===== src/rtl/shifter_pkg.sv =====
// Shared encodings for the registered 8-bit shifter and its sequencer.
// Select codes, sequencer states and the shift-direction bit.
package shifter_pkg;

  localparam int DATA_W = 8;
  localparam int AMT_W  = $clog2(DATA_W);

  localparam logic [1:0] SH_HOLD  = 2'b00;
  localparam logic [1:0] SH_RIGHT = 2'b01;
  localparam logic [1:0] SH_LEFT  = 2'b10;
  localparam logic [1:0] SH_LOAD  = 2'b11;

  localparam logic DIR_LEFT  = 1'b0;
  localparam logic DIR_RIGHT = 1'b1;

  typedef enum logic [1:0] {
    IDLE   = 2'b00,
    LOAD   = 2'b01,
    SHIFT  = 2'b10,
    SETTLE = 2'b11
  } state_t;

endpackage


===== src/rtl/shift_sequencer.sv =====
// Sequences one shift command on the datapath shifter: a load cycle, N shift cycles, a settle cycle.
// Returns the shifted value and carry-out with a busy/done handshake.
module shift_sequencer
  import shifter_pkg::*;
#(
  parameter int DATA_W = 8,
  parameter int AMT_W  = 3
) (
  input  logic              clk,
  input  logic              rst,
  input  logic              start,
  input  logic              dir,
  input  logic [AMT_W-1:0]  amount,
  input  logic [DATA_W-1:0] operand,
  output logic              busy,
  output logic              done,
  output logic [DATA_W-1:0] result,
  output logic              carry,
  output logic [1:0]        sh_s,
  output logic [DATA_W-1:0] sh_din,
  input  logic [DATA_W-1:0] sh_so,
  input  logic              sh_flag
);

  state_t              state, state_d;
  logic [DATA_W-1:0]   op_q;
  logic                dir_q;
  logic [AMT_W-1:0]    cnt;
  logic                amt_zero_q;
  logic                carry_l;

  always_ff @(posedge clk or posedge rst) begin
    if (rst) begin
      state      <= IDLE;
      op_q       <= '0;
      dir_q      <= 1'b0;
      cnt        <= '0;
      amt_zero_q <= 1'b0;
      carry_l    <= 1'b0;
      result     <= '0;
      carry      <= 1'b0;
      done       <= 1'b0;
    end else begin
      state <= state_d;
      done  <= 1'b0;
      case (state)
        IDLE: begin
          if (start) begin
            op_q       <= operand;
            dir_q      <= dir;
            cnt        <= amount;
            amt_zero_q <= (amount == '0);
            carry_l    <= 1'b0;
          end
        end
        SHIFT: begin
          cnt <= cnt - 1'b1;
          if (dir_q == DIR_LEFT) carry_l <= sh_so[DATA_W-1];
        end
        SETTLE: begin
          result <= sh_so;
          // The shifter flag is stale after a load or left shift, so it is only trusted for right shifts.
          if (amt_zero_q)              carry <= 1'b0;
          else if (dir_q == DIR_RIGHT) carry <= sh_flag;
          else                         carry <= carry_l;
          done <= 1'b1;
        end
        default: ;
      endcase
    end
  end

  always_comb begin
    state_d = state;
    sh_s    = SH_HOLD;
    sh_din  = '0;
    case (state)
      IDLE: begin
        if (start) state_d = LOAD;
      end
      LOAD: begin
        sh_s    = SH_LOAD;
        sh_din  = op_q;
        state_d = (cnt != '0) ? SHIFT : SETTLE;
      end
      SHIFT: begin
        sh_s = (dir_q == DIR_RIGHT) ? SH_RIGHT : SH_LEFT;
        if (cnt == AMT_W'(1)) state_d = SETTLE;
      end
      SETTLE: state_d = IDLE;
      default: state_d = IDLE;
    endcase
  end

  assign busy = (state != IDLE);

endmodule

===== config.mk =====
export PLATFORM = sky130hd
export DESIGN_NAME = shift_sequencer
export DESIGN_NICKNAME = d
export VERILOG_FILES = /design/src/rtl/shifter_pkg.sv /design/src/rtl/shift_sequencer.sv
export SDC_FILE = /design/constraint.sdc
export NUM_CORES = 1
export LEC_CHECK = 0
export BUFFER_PORTS_ARGS = -buffer_cell sky130_fd_sc_hd__buf_2
export CAP_MARGIN = 5
export CORE_MARGIN = 2
export CORE_UTILIZATION = 40
export DETAILED_ROUTE_END_ITERATION = 8
export GPL_ROUTABILITY_DRIVEN = 0
export MAX_ROUTING_LAYER = met4
export PLACE_DENSITY = 0.66
export SYNTH_ARGS = -nofsm -noshare
export SYNTH_HDL_FRONTEND = slang
export SYNTH_SLANG_ARGS = --single-unit
export TNS_END_PERCENT = 50

===== constraint.sdc =====
create_clock -name clk -period 3.2 [get_ports clk]
set_clock_uncertainty 0.05 [all_clocks]
set_input_delay 0.32 -clock clk [delete_from_list [all_inputs] [get_ports clk]]
set_output_delay 0.32 -clock clk [all_outputs]
set_load 0.02 [all_outputs]

==> reports/qor.csv <==
stage,metric,value,unit
drt,DR vias,946,
pwr,sw frac,40.7,%
critical_path,worst r2r src,state[0],
drt,WL met3,107,microns
critical_path,CP Capture Type,primary output,
drt,Post-DRT Antenna Nets,0,
pwr,Clk network pwr share,9.6,%
global_routing,gr usage total,14.5,%
global_routing,largest net degree at the start of global routing,27,
run_status,outcome,finished clean,
min_path,Hold Path Class,in -> reg,
critical_path,R2R Path End,cnt[2],
timing,Setup Total Neg Slack,0,ps
clock_network,Worst-Skew Late Latency,320,ps
clock_network,clock tree buffer depth,2,
min_path,hold path depth,2,
min_path,Hold Path Origin,amount[1],
pwr,P_sw,0.696,mW
pwr,Comb power frac,55.1,%
die,Core Rows,21,
die,number of I/O pins,45,
timing,Setup Viol. Count Final,0,
logic_synthesis,Commonest cells post-synth,"dfrtp_1 (26), mux2_2 (10), ha_1 (9), inv_1 (9), mux2_4 (9)",
logic_synthesis,"area leader, netlist",dfrtp_1,
critical_path,CP max stage delay,440,ps
timing,final slew viol count,0,
timing,Slew headroom,36.8,%
clock_network,total CTS buffers,3,
timing,fin crit share,64.5,%
logic_synthesis,Post-Syn Area,1340,sq um
critical_path,reg2reg setup slack,1440,ps
clock_network,# hold bufs at CTS,0,
logic_synthesis,top-area cell type share of the netlist area,48.5,%
clock_network,Clock Sinks,26,
logic_synthesis,Post-Syn Instances,110,
logic_synthesis,"FFs w/ async S/R, synth",100,%
final_layout,design area,1630,sq um
pwr,Flop pwr share,35.3,%
logic_synthesis,Syn Area/Cell,12.2,sq um
pwr,Pwr Density,1050,nW/um^2
place,Post-Place Cell Area,1600,sq um
die,Die Y,61.9,microns
critical_path,CP Class,reg -> out,
pwr,Leak,0.847,nW
drt,Metal-1 WL,1160,microns
critical_path,Reg2Reg Depth,5,
final_layout,Fill cells,300,
pwr,Total Power,1.71,mW
place,Port Buf Inserts,44,
timing,Hold WS,134,ps
min_path,WHS Endpoint,amt_zero_q,
pwr,VDD IR max,0.362,mV
final_layout,ratio of cells with drive above 1 in the final layout,44.8,%
critical_path,required time of the critical path,2830,ps
timing,RSZ-0062 raised after global routing,false,
final_layout,Layout area overhead,21.5,%
logic_synthesis,most frequent cell after synthesis,dfrtp_1,
die,core area,3280,sq um
global_routing,Overflow after GRT,0,
global_routing,first-pass GRT wire length,3930,microns
place,Detailed Place HPWL,1920,microns
clock_network,Resize count post-CTS,0,
die,Initial Util,40.9,%
timing,final hold violation count,0,
critical_path,CP max FO,6,
pwr,Int Pwr,1.01,mW
logic_synthesis,top_reg_cell synth,dfrtp_1,
drt,DRC Markers,0,
logic_synthesis,post-synthesis register bit count,26,
critical_path,"Arr. time, crit path",1700,ps
final_layout,n_diodes,0,
drt,Iteration-0 DRC Markers,20,
critical_path,"critical path, cell by cell",inv_1 -> ha_1 -> nor2b_1 -> o21a_1 -> buf_2,
drt,met2 wire len,1230,microns
clock_network,CTS tree,built,
timing,fmax,484,MHz
logic_synthesis,sequential share of the synthesized area,48.5,%
run,number of max-cap violations,0,
critical_path,startpoint types,register,
drt,wire length per cell,12.5,microns
die,die width,61.9,microns
drt,1st-pass router iterations,4,
logic_synthesis,largest cells by area after synthesis,"dfrtp_1 (48%), mux2_4 (10%), ha_1 (8.4%), mux2_2 (8.4%), and2_1 (3.7%)",
global_routing,vias in the first global route,905,
place,"worst slack, placed",1500,ps
clock_network,clk slew on worst S/H paths,140,ps
logic_synthesis,post-synthesis cell type count,30,
drt,Via density,4.73,
timing,setup ws final,1130,ps
logic_synthesis,Synthesis Warnings,0,
timing,actual slew at the worst max-slew pin,947,ps
logic_synthesis,Synth Net Count,143,
final_layout,Final nets,188,
die,die area,3840,sq um
critical_path,slowest library cell on the worst path,dfrtp_1,
clock_network,total number of H-tree levels,1,
clock_network,CTS root buffer,clkbuf_4,
drt,Final Routed Wirelength,2510,microns
global_routing,initial antenna violation count,0,
logic_synthesis,"EDFF count, synth",0,
drt,top routing layer used,met4,
timing,Tmin final,2070,ps
clock_network,Post-CTS Repair Setup Buffers,0,
## worst max-delay path, delay by kind of cell, from the launching register on
family	cells	cell delay [ps]
AO/OA/AOI/OAI	1	120
adder cells (fa/ha/maj)	1	320
buffers and inverters	2	320
flip-flops	1	440
AND/OR/NAND/NOR	1	170
## metrics by stage
step                utilization [%]  std cells
floorplan                         -        110
global placement               48.6        196
detailed placement             48.6        196
CTS                            49.7        200
global route                   49.7        200
finish                         49.7        200
## flip-flops by register name, indices dropped and copies added (netlist names)
signal      cells
op_q            8
result          8
cnt             3
state           2
amt_zero_q      1
carry           1
carry_l         1
dir_q           1
done            1
## worst max-delay path by stage
| stage | cells after the start | start | slack, ps | endpoint |
|---|---|---|---|---|
| CTS | 5 | state[1] | 1120 | sh_s[0] |
| global placement | 5 | state[0] | 1570 | sh_s[0] |
| detailed placement | 5 | state[1] | 1500 | sh_s[0] |
| finish | 5 | state[0] | 1130 | sh_s[1] |
| global route | 5 | state[1] | 920 | sh_s[0] |
| floorplan | 5 | state[1] | 1580 | sh_s[0] |
## layout make-up
cell class	instances	area (sq um)	share of cell area, %
Clock buffer	4	36.3	2.22
Inverter	9	33.8	2.07
Multi-Input combinational cell	71	633	38.8
Sequential cell	26	651	39.9
Tap cell	46	57.6	3.53
Timing Repair Buffer	44	220	13.5
## cell families after synthesis
kind of cell               share of synthesized area [%]
AOI/OAI and AO/OA                                   8.85
adders and majority gates                           8.39
buffers and inverters                               4.38
DFF                                                 48.5
muxes                                               19.9
and+or+nand+nor                                     9.97
## layout by cell type, fill, tap and decap left out, types with 2 or more instances in the layout
cell type	synthesis	layout
a21oi_1	3	3
a2bb2oi_1	2	2
and2_1	8	8
buf_2	2	44
clkbuf_4	0	3
dfrtp_1	26	26
ha_1	9	9
inv_1	9	9
mux2_2	10	10
mux2_4	9	9
mux2i_1	2	2
nand2_1	4	4
nor2_1	4	4
nor2b_1	3	3
o21ai_0	3	3
## power by group through the flow
stage | Sequential, mW | Combinational [mW] | Clock, mW
2_1_floorplan | 0.667 | 0.646 | 0
3_5_place_dp | 0.609 | 0.950 | 0
3_3_place_gp | 0.601 | 0.924 | 0
4_1_cts | 0.606 | 0.952 | 0.170
6_report | 0.604 | 0.942 | 0.165
5_1_grt | 0.637 | 1.04 | 0.188
## metal layers
metal / track usage [%] / up-vias
li1: - / 462
met3: 3.11 / 2
met1: 18.4 / 450
met5: - / -
met2: 23.0 / 32
met4: 4.56 / 0
Power figures use the tool's default switching activity.
